## src/rtl/rf_wb_pkg.sv

```systemverilog
// Shared types and constants for the register-file write-back arbiter.
package rf_wb_pkg;

  localparam int unsigned DATA_W = 32;
  localparam int unsigned ADDR_W = 4;
  localparam logic [ADDR_W-1:0] PC_IDX = 4'd15;

  typedef struct packed {
    logic [ADDR_W-1:0] dest;
    logic [DATA_W-1:0] data;
  } wb_req_t;

  function automatic int unsigned clog2(input int unsigned v);
    int unsigned r;
    r = 0;
    while ((32'd1 << r) < v) r++;
    return r;
  endfunction

endpackage

```

## src/rtl/rf_wb_fifo.sv

```systemverilog
// Synchronous FIFO of write-back requests; push/pop must be qualified by full/empty.
module rf_wb_fifo
  import rf_wb_pkg::*;
#(
  parameter int unsigned DEPTH = 4
) (
  input  logic    clk,
  input  logic    rst,
  input  logic    push,
  input  wb_req_t push_data,
  input  logic    pop,
  output wb_req_t head,
  output logic    full,
  output logic    empty
);

  localparam int unsigned PW = clog2(DEPTH);

  // Pointers carry one extra wrap bit to tell full from empty.
  logic [PW:0] wr_ptr;
  logic [PW:0] rd_ptr;
  wb_req_t     mem [DEPTH];

  always_ff @(posedge clk or posedge rst) begin
    if (rst) begin
      wr_ptr <= '0;
      rd_ptr <= '0;
    end else begin
      if (push) wr_ptr <= wr_ptr + (PW+1)'(1);
      if (pop)  rd_ptr <= rd_ptr + (PW+1)'(1);
    end
  end

  always_ff @(posedge clk) begin
    if (push) mem[wr_ptr[PW-1:0]] <= push_data;
  end

  assign head  = mem[rd_ptr[PW-1:0]];
  assign empty = (wr_ptr == rd_ptr);
  assign full  = (wr_ptr[PW] != rd_ptr[PW]) && (wr_ptr[PW-1:0] == rd_ptr[PW-1:0]);

endmodule

```

## src/rtl/rf_wb_arbiter.sv

```systemverilog
// Round-robin arbiter sharing the register-file write port between two producers,
// with per-register pending tracking. RF_WB_STATS_EN adds the conflict_cnt output.
module rf_wb_arbiter #(
  parameter int unsigned DATA_W     = rf_wb_pkg::DATA_W,
  parameter int unsigned ADDR_W     = rf_wb_pkg::ADDR_W,
  parameter int unsigned NUM_REGS   = int'(rf_wb_pkg::PC_IDX),
  parameter int unsigned FIFO_DEPTH = 4
) (
  input  logic                clk,
  input  logic                rst,
  input  logic                r0_valid,
  output logic                r0_ready,
  input  logic [ADDR_W-1:0]   r0_dest,
  input  logic [DATA_W-1:0]   r0_data,
  input  logic                r1_valid,
  output logic                r1_ready,
  input  logic [ADDR_W-1:0]   r1_dest,
  input  logic [DATA_W-1:0]   r1_data,
  output logic                wb_en,
  output logic [ADDR_W-1:0]   wb_dest,
  output logic [DATA_W-1:0]   wb_data,
  output logic [NUM_REGS-1:0] pending_mask,
  output logic                pc_wr_err
`ifdef RF_WB_STATS_EN
  ,
  output logic [31:0]         conflict_cnt
`endif
);

  import rf_wb_pkg::*;

  localparam int unsigned CW = clog2(2*FIFO_DEPTH+1);

  wb_req_t in0, in1, head0, head1;
  logic    full0, full1, empty0, empty1;
  logic    acc0, acc1, keep0, keep1;
  logic    gnt0, gnt1, rr;

  logic [CW-1:0] cnt     [NUM_REGS];
  logic [CW-1:0] cnt_nxt [NUM_REGS];

  assign r0_ready = !full0;
  assign r1_ready = !full1;
  assign acc0     = r0_valid && !full0;
  assign acc1     = r1_valid && !full1;
  // Out-of-range destinations still complete the handshake but are dropped.
  assign keep0    = acc0 && (int'(r0_dest) < int'(NUM_REGS));
  assign keep1    = acc1 && (int'(r1_dest) < int'(NUM_REGS));
  assign in0      = '{dest: r0_dest, data: r0_data};
  assign in1      = '{dest: r1_dest, data: r1_data};

  // rr == 0 favours req0 when both heads are present.
  assign gnt0 = !empty0 && (empty1 || !rr);
  assign gnt1 = !empty1 && (empty0 || rr);

  rf_wb_fifo #(.DEPTH(FIFO_DEPTH)) u_fifo0 (
    .clk(clk), .rst(rst), .push(keep0), .push_data(in0),
    .pop(gnt0), .head(head0), .full(full0), .empty(empty0)
  );

  rf_wb_fifo #(.DEPTH(FIFO_DEPTH)) u_fifo1 (
    .clk(clk), .rst(rst), .push(keep1), .push_data(in1),
    .pop(gnt1), .head(head1), .full(full1), .empty(empty1)
  );

  always_ff @(posedge clk or posedge rst) begin
    if (rst) begin
      wb_en     <= 1'b0;
      wb_dest   <= '0;
      wb_data   <= '0;
      pc_wr_err <= 1'b0;
      rr        <= 1'b0;
    end else begin
      wb_en     <= gnt0 || gnt1;
      pc_wr_err <= (acc0 && !keep0) || (acc1 && !keep1);
      if (!empty0 && !empty1) rr <= !rr;
      if (gnt0) begin
        wb_dest <= head0.dest;
        wb_data <= head0.data;
      end else if (gnt1) begin
        wb_dest <= head1.dest;
        wb_data <= head1.data;
      end
    end
  end

  // A write retires the cycle after it is presented on wb_*.
  always_comb begin
    for (int unsigned i = 0; i < NUM_REGS; i++) begin
      cnt_nxt[i] = cnt[i];
      if (keep0 && int'(r0_dest) == int'(i)) cnt_nxt[i] = cnt_nxt[i] + CW'(1);
      if (keep1 && int'(r1_dest) == int'(i)) cnt_nxt[i] = cnt_nxt[i] + CW'(1);
      if (wb_en && int'(wb_dest) == int'(i)) cnt_nxt[i] = cnt_nxt[i] - CW'(1);
    end
  end

  always_ff @(posedge clk or posedge rst) begin
    if (rst) cnt <= '{default: '0};
    else     cnt <= cnt_nxt;
  end

  always_comb begin
    pending_mask = '0;
    for (int unsigned i = 0; i < NUM_REGS; i++) pending_mask[i] = (cnt[i] != '0);
  end

`ifdef RF_WB_STATS_EN
  always_ff @(posedge clk or posedge rst) begin
    if (rst) conflict_cnt <= '0;
    else if (!empty0 && !empty1 && conflict_cnt != '1) conflict_cnt <= conflict_cnt + 32'd1;
  end
`endif

endmodule

```

## config.mk

```make
export PLATFORM = sky130hd
export DESIGN_NAME = rf_wb_arbiter
export DESIGN_NICKNAME = d
export VERILOG_FILES = /design/src/rtl/rf_wb_pkg.sv /design/src/rtl/rf_wb_fifo.sv /design/src/rtl/rf_wb_arbiter.sv
export SDC_FILE = /design/constraint.sdc
export NUM_CORES = 1
export LEC_CHECK = 0
export ABC_AREA = 1
export CAP_MARGIN = 10
export CORE_MARGIN = 2
export CORE_UTILIZATION = 44
export DETAILED_ROUTE_END_ITERATION = 16
export GPL_ROUTABILITY_DRIVEN = 0
export HOLD_SLACK_MARGIN = 0.02
export PLACE_DENSITY_LB_ADDON = 0.1
export SLEW_MARGIN = 30
export SYNTH_ARGS = -nofsm -noshare
export SYNTH_HDL_FRONTEND = slang
export SYNTH_HIERARCHICAL = 1
export SYNTH_SLANG_ARGS = --single-unit
```

## constraint.sdc

```tcl
create_clock -name clk -period 5.9 [get_ports clk]
set_input_delay 1.18 -clock clk [delete_from_list [all_inputs] [get_ports clk]]
set_output_delay 1.18 -clock clk [all_outputs]
set_load 0.01 [all_outputs]
```

# [Word level (Yosys, flattened, before mapping)]
# Memory sizes are Yosys's and may differ from the RTL's.
# Cells that the tools add are included.
# Widths: inputs -> output; s select.
[op_classes] add_sub_neg=49 magnitude_cmp=2 n_eq_ne=48 muxes=53 reduce_logical=86
[ops] cell="$mux 4" n=47
[ops] cell="$add 4x1->4 const B" n=30
[ops] cell="$eq 4x4->1 const B" n=24
[ops] cell="$mux 32" n=2
[ops] cell="$reduce_bool 4->1" n=15
[ops] cell="$sub 4x1->4 const B" n=15
[ops] cell="$logic_and 1x1->1" n=56
[ops] cell="$eq 4x3->1 const B" n=12
[ops] cell="$eq 4x2->1 const B" n=6
[ops] cell="$add 3x1->3 const B" n=4
[ops] cell="$logic_not 4->1" n=3
[ops] cell="$lt 4x4->1 const B" n=2
[ops] cell="$logic_not 1->1" n=7
[ops] cell="$eq 3x3->1" n=2
[ops] cell="$eq 2x2->1" n=2
[ops] cell="$logic_or 1x1->1" n=4
[ops] cell="$mux 1" n=4
[ops] cell="$ne 1x1->1" n=2
[ops] cell="$reduce_bool 2->1" n=1
[totals] reg_bits=111 ram_bits=288 inputBits=76 output_inout_bits=55 wordCells=264 mem_count=2
[mem_list] name="u_fifo0.mem" depth=4 width=36 rd=1 rd_clocked_by_memory_dff=0 write_ports=1 line="rf_wb_fifo.sv:22" source="wb_req_t mem [DEPTH];"
[mem_list] name="u_fifo1.mem" depth=4 width=36 rd=1 rd_clocked_by_memory_dff=0 write_ports=1 line="rf_wb_fifo.sv:22"

# [Depth between registers and ports, before layout]
# Gate-level depths: netlist of run 1.
[logic_depth] ltp_word=11 mapped_depth=22 ltp_nobuf=21

# [Modules after synthesis]
# The synthesis of run 1 kept the hierarchy.
[by_module_without_submodules] module="rf_wb_fifo" instances=2 cells_per_inst=463 area_each_um2=6103.4 seq_area_each_um2=4474.3
[by_module_without_submodules] module="rf_wb_arbiter" instances=1 cells_per_inst=1247 area_each_um2=8001.4 seq_area_each_um2=2477.4

# [Worst setup path before layout of run 1]
# Ideal clock, no wire load.
[synth_path] path_type="input-to-reg" start="input r0_dest[0]" end="memory u_fifo0/mem[3][0] (netlist bit), enable pin" setup_ps=391 arrival_ps=2720 t_required_ps=5509 path_slack_ps=2790 path_stages=8 path_buffers=3 cell_sequence="nand2_1 > nor2_2 > nor2_2 > buf_6 > buf_6 > clkbuf_2 > nand2_1 > inv_1"
[synth_via] elab_chain_cells=4
[synth_rtl] element="from (decl)" line="rf_wb_arbiter.sv:13" source="input logic [ADDR_W-1:0] r0_dest,"
[synth_rtl] element="$lt 4x4->1" line="rf_wb_arbiter.sv:47" source="assign keep0 = acc0 && (int'(r0_dest) < int'(NUM_REGS));"
[synth_rtl] element="$logic_and 1x1->1" line="rf_wb_arbiter.sv:47"
[synth_rtl] element="named net keep0" line="rf_wb_arbiter.sv:36" source="logic acc0, acc1, keep0, keep1;"
[synth_rtl] element="$mux 1" line="rf_wb_fifo.sv:35" source="if (push) mem[wr_ptr[PW-1:0]] <= push_data;"
[synth_rtl] element="$mux 1 (implied by the code)" line="rf_wb_fifo.sv:35"
[synth_rtl] element="to (decl)" line="rf_wb_fifo.sv:22"
# The timed path passes the listed nets, and every way through them passes these cells.

# [Final worst setup path of run 1]
[layout_path] start="register u_fifo0.rd_ptr[1]" end="output r0_ready"
[layout_via] elab_chain_cells=3
[layout_rtl] element="from (decl)" line="rf_wb_fifo.sv:21" source="logic [PW:0] rd_ptr;"
[layout_rtl] element="from (signal assigned)" line="rf_wb_fifo.sv:30" source="if (pop) rd_ptr <= rd_ptr + (PW+1)'(1);"
[layout_rtl] element="$eq 2x2->1" line="rf_wb_fifo.sv:40" source="assign full = (wr_ptr[PW] != rd_ptr[PW]) && (wr_ptr[PW-1:0] == rd_ptr[PW-1:0]);"
[layout_rtl] element="$logic_and 1x1->1" line="rf_wb_fifo.sv:40"
[layout_rtl] element="named net full0" line="rf_wb_arbiter.sv:35" source="logic full0, full1, empty0, empty1;"
[layout_rtl] element="$logic_not 1->1" line="rf_wb_arbiter.sv:42" source="assign r0_ready = !full0;"
[layout_rtl] element="to (decl)" line="rf_wb_arbiter.sv:12" source="output logic r0_ready,"
# The timed path passes the listed nets, and every way through them passes these cells.

==> qor_table.md, run 1 <==
| Metric | Reported | Unit |
| --- | --- | --- |
| # DRC | 0 | - |
| Initial Util | 0.445 | - |
| Gr busiest metal | met2 | - |
| Worst Path Max Fanout | 27 | - |
| Wire length of the first global-routing pass | 74.5 | mm |
| Worst-case setup slack after placement | 1670 | ps |
| Max Fclk | 0.243 | GHz |
| Drt pass-1 iters | 5 | - |
| Fin Clk Skew | 17.2 | ps |
| Clk buf depth | 3 | - |
| Number of synthesized flops with an enable pin | 288 | - |
| Cell at the root of the clock tree | sky130_fd_sc_hd__clkbuf_16 | - |
| Met3 track demand over resource | 0.0278 | - |
| Met1 track utilization from global routing | 0.297 | - |
| Number of global-route vias before repair | 13,671 | - |
| Setup WS post-layout | 1790 | ps |
| Post-synthesis sequential area ratio | 0.565 | - |
| Skew-Pair Late Insertion Delay | 580 | ps |
| Total core area | 0.0454 | mm^2 |
| Worst hold slack | 496 | ps |
| Overall fraction of global-route tracks in use | 0.203 | - |
| Dominant cell type by area after synthesis | sky130_fd_sc_hd__edfxtp_1 | - |
| DR vias | 14,503 | - |
| H-tree depth reported by CTS | 2 | - |
| Number of buffers added to fix hold violations after cts | 0 | - |
| Top FF cell, synth | sky130_fd_sc_hd__edfxtp_1 | - |
| Maximum resistive drop on vdd | 0.216 | mV |
| Yosys warnings | 6 | - |
| Power Total | 12.4 | mW |
| Result of the run | finished, final reports clean | - |
| Leading cell type in the layout, fill and taps excluded | sky130_fd_sc_hd__nand2_1 | - |
| Power density over the cells | 528 | mW/mm^2 |
| Max-cap check violation count | 0 | - |
| Cells taking the most area after synthesis | sky130_fd_sc_hd__edfxtp_1 (43%), sky130_fd_sc_hd__dfrtp_1 (14%), sky130_fd_sc_hd__nand2_1 (11%) | - |
| Final-report max-slew violation count | 0 | - |
| Number of buffers created by CTS | 45 | - |
| Synth Area in XOR/XNOR | 0.0238 | - |
| Number of nets in the layout | 2,431 | - |
| Async set-reset flop share out of synthesis | 0.278 | - |
| Met2 usage in global routing | 0.312 | - |
| Count of mapped cells out of synthesis | 2,173 | - |
| Mapped Nets | 2,304 | - |
| Seq cells post-synth | 399 | - |
| Basic-gate share of the synthesized area counting and, or, nand and nor cells | 0.191 | - |
| Fraction of synthesized cell area taken by the top area cell type | 0.428 | - |
| Row count | 78 | - |
| Data required, critical path | 4720 | ps |
| Number of library cell types mapped by synthesis | 33 | - |
| Compound-cell area share of the yosys netlist | 0.0894 | - |
| Number of sinks on the clock net | 399 | - |
| Die Height | 218 | um |
| Class of the worst hold path | flop to flop | - |
| Core Util, Final | 0.519 | - |
| Mapped cell area | 0.0202 | mm^2 |
| Setup Fix Bufs, Post-CTS | 0 | - |
| Unrepaired setup endpoints after global routing | false | - |
| Post-route clock period utilization | 0.696 | - |
| Worst endpoint data arrival time | 2930 | ps |
| Average cell area after synthesis | 9.30 | um^2 |
| Maximum number of pins on one net before global-route repair | 106 | - |
| Adder and majority cell fraction of the synthesized area | 0.0341 | - |
| Remaining max-slew budget at the tightest pin | 0.403 | - |
| Kind of end point of the critical path | output port | - |
| Final setup violation count | 0 | - |
| Slew at the pin closest to its max-slew limit | 894 | ps |
| Clock slew at the register clock pins of the worst setup and hold paths | 60 | ps |
| Commonest cells after routing, fill and taps aside | sky130_fd_sc_hd__nand2_1 (587), sky130_fd_sc_hd__inv_1 (376), sky130_fd_sc_hd__edfxtp_1 (288) | - |
| Final sum of negative setup slack | 0 | ps |
| CTS tree | built | - |
| Die X-Extent | 218 | um |
| CP startpoint kind | flop | - |
| Clock period minus final worst setup slack | 4110 | ps |
| Synth-to-Final Area Change | 16.6 | % |
| DP HPWL | 32.9 | mm |
| Resize count post-CTS | 0 | - |
| Category of the critical setup timing path | flop to output port | - |
| Die Footprint | 0.0477 | mm^2 |
| Number of DRC markers after the initial detailed-route iteration | 1,151 | - |
| Antenna Nets Post-Route | 0 | - |
| Leakage power | 10.3 | nW |
| Number of hold violations in the final report | 0 | - |
| Wire per inst | 16.2 | um |
| Final Routed Wirelength | 47.5 | mm |
| Antenna diode count | 0 | - |
| Number of top-level pins | 131 | - |
| Fraction of final layout cells sized beyond drive strength 1 | 0.0621 | - |
| GR Overflow Total | 0 | - |
| PortBufs | 130 | - |
| Mean number of vias per cell | 4.94 | - |
| Combinational family with the most area after synthesis | simple AND/OR/NAND/NOR gates | - |
| Proportion of synthesized area in mux cells | 0 | - |
| Antenna violations before repair | 0 | - |
[area by class of cell]
cell class | count | area, um^2
clock inverter | 22 | 324
multi-input combinational | 1318 | 6860
timing repair buffer | 152 | 1530
sequential | 399 | 11400
fill | 4110 | 21800
tap | 600 | 751
clock buffer | 61 | 1220
inverter | 384 | 1440
[critical path, cell delays in order, from the launching register on]
cell,delay [ps]
sky130_fd_sc_hd__dfrtp_1,720
sky130_fd_sc_hd__buf_4,470
sky130_fd_sc_hd__nand2_1,90
sky130_fd_sc_hd__nand2_1,80
sky130_fd_sc_hd__nand2_1,70
sky130_fd_sc_hd__nor2_1,200
sky130_fd_sc_hd__clkinv_1,190
sky130_fd_sc_hd__clkdlybuf4s50_1,520
[registers in the layout, indices dropped and copies added (netlist names)]
register and cells:
wb_en 1, pc_wr_err 1, u_fifo0/mem 144, cnt 60, u_fifo0/wr_ptr 3, u_fifo1/wr_ptr 3
u_fifo1/mem 144, wb_data 32, u_fifo1/rd_ptr 3, u_fifo0/rd_ptr 3, rr 1, wb_dest 4
[synth_stat cells, types with 8 or more instances]
cell type	count
sky130_fd_sc_hd__ha_1	55
sky130_fd_sc_hd__nand3_1	161
sky130_fd_sc_hd__inv_1	378
sky130_fd_sc_hd__nand2_1	587
sky130_fd_sc_hd__dfrtp_1	111
sky130_fd_sc_hd__nor2_2	8
sky130_fd_sc_hd__clkbuf_1	18
sky130_fd_sc_hd__buf_4	23
sky130_fd_sc_hd__edfxtp_1	288
sky130_fd_sc_hd__xnor2_1	40
sky130_fd_sc_hd__a21oi_1	46
sky130_fd_sc_hd__xor2_1	15
sky130_fd_sc_hd__o211ai_1	144
sky130_fd_sc_hd__o21ai_0	70
sky130_fd_sc_hd__nand2_2	21
sky130_fd_sc_hd__clkbuf_8	10
sky130_fd_sc_hd__nor2_1	121
sky130_fd_sc_hd__nand3b_1	10
sky130_fd_sc_hd__buf_2	14
sky130_fd_sc_hd__o21ai_1	9
[path summary, 6_finish.rpt]
check	from	endpoint	slack [ps]	cells past startpoint
min reg2reg	u_fifo1/wr_ptr[2]$_DFFE_PP0P_	u_fifo1/wr_ptr[2]$_DFFE_PP0P_	500	1
max reg2reg	u_fifo0/rd_ptr[1]$_DFFE_PP0P_	cnt[38]$_DFF_PP0_	2120	19
max in group asynchronous	rst	cnt[10]$_DFF_PP0_	3520	3
max	u_fifo0/rd_ptr[1]$_DFFE_PP0P_	r0_ready	1790	7
min in group asynchronous	rst	u_fifo1/rd_ptr[0]$_DFFE_PP0P_	1060	2
min	u_fifo1/wr_ptr[2]$_DFFE_PP0P_	u_fifo1/wr_ptr[2]$_DFFE_PP0P_	500	1
[metal layers]
layer,share of wire,vias up
met3,0.052,67
met4,0.025,0
met2,0.45,310
li1,-,7355
met1,0.48,6771
met5,0,-
[cell families after synthesis]
logic type / after synthesis
flops: 399
simple gates: 926
fa+ha+maj: 55
xor+xnor: 55
compound gates: 282
buf+inv: 456
[power by group]
group	switching, mW	leakage, nW	total [mW]	internal [mW]
sequential	0.562	3.95	4.45	3.89
clock	1.15	0.749	2.92	1.77
combinational	3.23	5.64	5.07	1.84
[through the flow]
stage | std cells | instance area (um^2)
after global placement | 2850 | 21900
final | 2936 | 23600
after detailed placement | 2851 | 22000
after global routing | 2936 | 23600
after CTS | 2934 | 23500
after floorplan | 2173 | 20200
No activity file was read; power rests on OpenSTA's default activity.
==> run 2: changes to the inputs <==
clock period = 3.7 ns   (was 5.9 ns; I/O delays follow)
==> run 2 against run 1 <==
Combinational power is 64% higher. Final cell count up 0.20%. Core utilization rose by 0.058 points. Die area is the same. Final area increased by 0.11%. Register-to-register slack got worse by 1500 ps. Clock skew decreased by 2.1 ps. Non-clock buffer count is 10 higher. Wire length shrank 0.56%. Via count grew 0.41%. Worst setup slack got worse by 1200 ps. Highest routed layer unchanged.
==> qor_table.md, run 2 (synthesis gave the netlist of run 1 again) <==
| Metric | Reported | Unit | Delta |
| --- | --- | --- | --- |
| Result of the run | finished, final reports clean | - |  |
| Die Height | 218 | um | unchanged |
| Number of top-level pins | 131 | - | unchanged |
| Number of nets in the layout | 2,439 | - | +0.33% |
| DP HPWL | 32.6 | mm | -0.86% |
| Wire length of the first global-routing pass | 74.9 | mm | +0.56% |
| Crit-path max cell delay | 720 | ps | about the same |
| Reg2reg end | cnt[14]$_DFF_PP0_ | - |  |
| Switching Fraction | 0.400 | - | +0.00209 |
| Number of standard cells in the layout, taps in and fillers out | 2,942 | - | +0.20% |
| Cell seen most often among critical-path stages | sky130_fd_sc_hd__nand2_1 | - |  |
| Number of sinks on the clock net | 399 | - | unchanged |
| Antenna Nets Post-Route | 0 | - | unchanged |
| Row count | 78 | - | unchanged |
| DR vias | 14,563 | - | +0.41% |
| Post-route clock period utilization | 0.842 | - |  |
| Leading cell type in the layout, fill and taps excluded | sky130_fd_sc_hd__nand2_1 | - |  |
| Worst Path Max Fanout | 14 | - | -48% |
| Total cell area at the placement stage | 0.0221 | mm^2 | +0.75% |
| Remaining max-slew budget at the tightest pin | 0.388 | - | -0.0151 |
| Resize count post-CTS | 0 | - | unchanged |
| Fraction of final layout cells sized beyond drive strength 1 | 0.0645 | - | +0.00240 |
| Cell at the root of the clock tree | sky130_fd_sc_hd__clkbuf_16 | - |  |
| Skew-Pair Late Insertion Delay | 580 | ps | about the same |
| Maximum resistive drop on vdd | 0.413 | mV | +91% |
| H-tree depth reported by CTS | 2 | - | unchanged |
| Fin Clk Skew | 15.1 | ps | -2.08 ps |
| Sequential power share | 0.352 | - | -0.006 |
| Detailed-routed wire length on met3 | 2.14 | mm | -13% |
| Amount of wire on met2 after detailed routing | 21.2 | mm | +0.24% |
| GR Overflow Total | 0 | - | unchanged |
| Filler cell count in the final layout | 4,141 | - | +0.75% |
| Die X-Extent | 218 | um | unchanged |
| Proportion of power drawn by combinational gates | 0.424 | - | +0.016 |
| # DRC | 0 | - | unchanged |
| Internal power | 11.8 | mW | +57% |
| Final-report max-slew violation count | 0 | - | unchanged |
| Number of hold violations in the final report | 0 | - | unchanged |
| Count of cells along the worst hold path | 1 | - | unchanged |
| CTS tree | built | - |  |
| Slew at the pin closest to its max-slew limit | 918 | ps | +23.7 ps |
| Clock period minus final worst setup slack | 3120 | ps |  |
| Number of buffers added to fix hold violations after cts | 0 | - | unchanged |
| Cell with the largest stage delay on the worst path | sky130_fd_sc_hd__dfrtp_1 | - |  |
| Source of the worst register-to-register timing path | u_fifo1/rd_ptr[1]$_DFFE_PP0P_ | - |  |
| Final sum of negative setup slack | 0 | ps | unchanged |
| Power spent charging and discharging nets | 7.85 | mW | +59% |
| R2r worst-path depth | 19 | - | unchanged |
| Clock group share of total power | 0.224 | - | -0.011 |
| Clk buf depth | 3 | - | unchanged |
| Unrepaired setup endpoints after global routing | false | - |  |
| Category of the critical setup timing path | flop to output port | - |  |
| Number of DRC markers after the initial detailed-route iteration | 932 | - | -19% |
| Count of placed standard cells including taps | 2,863 | - | +0.42% |
| Worst hold path endpoint | u_fifo1/wr_ptr[2]$_DFFE_PP0P_ | - |  |
| Overall fraction of global-route tracks in use | 0.202 | - | -0.000225 |
| PortBufs | 130 | - | unchanged |
| Number of global-route vias before repair | 13,810 | - | +1.0% |
| Antenna violations before repair | 0 | - | unchanged |
| Leakage power | 10.3 | nW | about the same |
| Kind of end point of the critical path | output port | - |  |
| Clock slew at the register clock pins of the worst setup and hold paths | 60 | ps | about the same |
| Power Total | 19.6 | mW | +58% |
| Synth-to-Final Area Change | 16.7 | % |  |
| Wire per inst | 16.1 | um | -0.76% |
| Core Util, Final | 0.520 | - | +0.000579 |
| Maximum number of pins on one net before global-route repair | 105 | - | -0.94% |
| Final instance area | 0.0236 | mm^2 | +0.11% |
| Power density over the cells | 833 | mW/mm^2 | +58% |
| Die Footprint | 0.0477 | mm^2 | unchanged |
| Highest metal layer with signal wires | met4 | - |  |
| Worst endpoint data arrival time | 2380 | ps | -550 ps |
| Total core area | 0.0454 | mm^2 | unchanged |
| Class of the worst hold path | flop to flop | - |  |
| Setup Fix Bufs, Post-CTS | 0 | - | unchanged |
| Drt pass-1 iters | 5 | - | unchanged |
| Wire length on met1 | 23.1 | mm | +1.7% |
| Worst hold path startpoint | u_fifo1/wr_ptr[2]$_DFFE_PP0P_ | - |  |
| Max Fclk | 0.321 | GHz |  |
| Final Routed Wirelength | 47.2 | mm | -0.56% |
| Initial Util | 0.445 | - | unchanged |
| Sequence of cells on the critical path | nand2_1 -> nand2_1 -> nand2_1 -> nor2_1 -> inv_1 -> clkdlybuf4s50_1 | - |  |
| CP startpoint kind | flop | - |  |
| Worst setup startpoint | u_fifo1/rd_ptr[1]$_DFFE_PP0P_ | - |  |
| Worst R2R Setup Slack | 630 | ps | -1490 ps |
| Antenna diode count | 0 | - | unchanged |
| Mean number of vias per cell | 4.95 | - | +0.21% |
| Final setup violation count | 0 | - | unchanged |
| Data required, critical path | 2960 | ps | -1760 ps |
| Commonest cells after routing, fill and taps aside | sky130_fd_sc_hd__nand2_1 (587), sky130_fd_sc_hd__inv_1 (377), sky130_fd_sc_hd__edfxtp_1 (288) | - |  |
| Max-cap check violation count | 0 | - | unchanged |
| Number of buffers created by CTS | 43 | - | -4.4% |
==> run 2: changes by cell type in the layout (fill, tap and decap cells not counted), moves of 2 or more <==
cell	previous run	this run
sky130_fd_sc_hd__clkbuf_8	3	6
sky130_fd_sc_hd__buf_12	0	6
sky130_fd_sc_hd__clkinv_2	5	3
sky130_fd_sc_hd__buf_4	18	24
sky130_fd_sc_hd__bufinv_16	7	5
sky130_fd_sc_hd__clkbuf_16	45	43
sky130_fd_sc_hd__buf_16	3	1
==> run 2: metrics by stage <==
step,hold slack (ps),setup slack (ps)
finish,499,583
global route,520,247
CTS,499,533
global placement,480,453
floorplan,466,370
detailed placement,486,405
==> run 2: how the worst max path moves through the flow <==
stage                              to
detailed placement   cnt[1]$_DFF_PP0_
CTS                          r1_ready
finish                       r1_ready
global route        cnt[13]$_DFF_PP0_
global placement    cnt[22]$_DFF_PP0_
floorplan            cnt[0]$_DFF_PP0_
==> run 2: area by class of cell <==
| class | instances | area [um^2] | area share |
|---|---|---|---|
| clock buffer | 62 | 1210 | 0.0512 |
| clock inverter | 17 | 249 | 0.0106 |
| inverter | 384 | 1440 | 0.0612 |
| multi-input combinational | 1318 | 6860 | 0.291 |
| sequential | 399 | 11400 | 0.485 |
| tap | 600 | 751 | 0.0318 |
| timing repair buffer | 162 | 1640 | 0.0695 |
==> run 2: layer usage <==
metal,vias to the layer above,global-route usage
met4,0,0.0458
met3,43,0.0327
li1,7359,-
met1,6903,0.293
met2,258,0.320
met5,-,0
==> run 2: power by group through the flow <==
stage	clock network, mW	registers (mW)	logic, mW
floorplan	0	6.89	5.74
detailed placement	0	7.00	8.37
global placement	0	6.97	8.15
global route	4.72	7.04	9.48
CTS	4.54	6.91	8.40
finish	4.41	6.90	8.33
==> run 2: worst max-delay path, delay by kind of cell (launching register included) <==
kind | cells | cell delay (ps)
flip-flops | 1 | 720
buffers and inverters | 2 | 590
AND/OR/NAND/NOR | 4 | 480
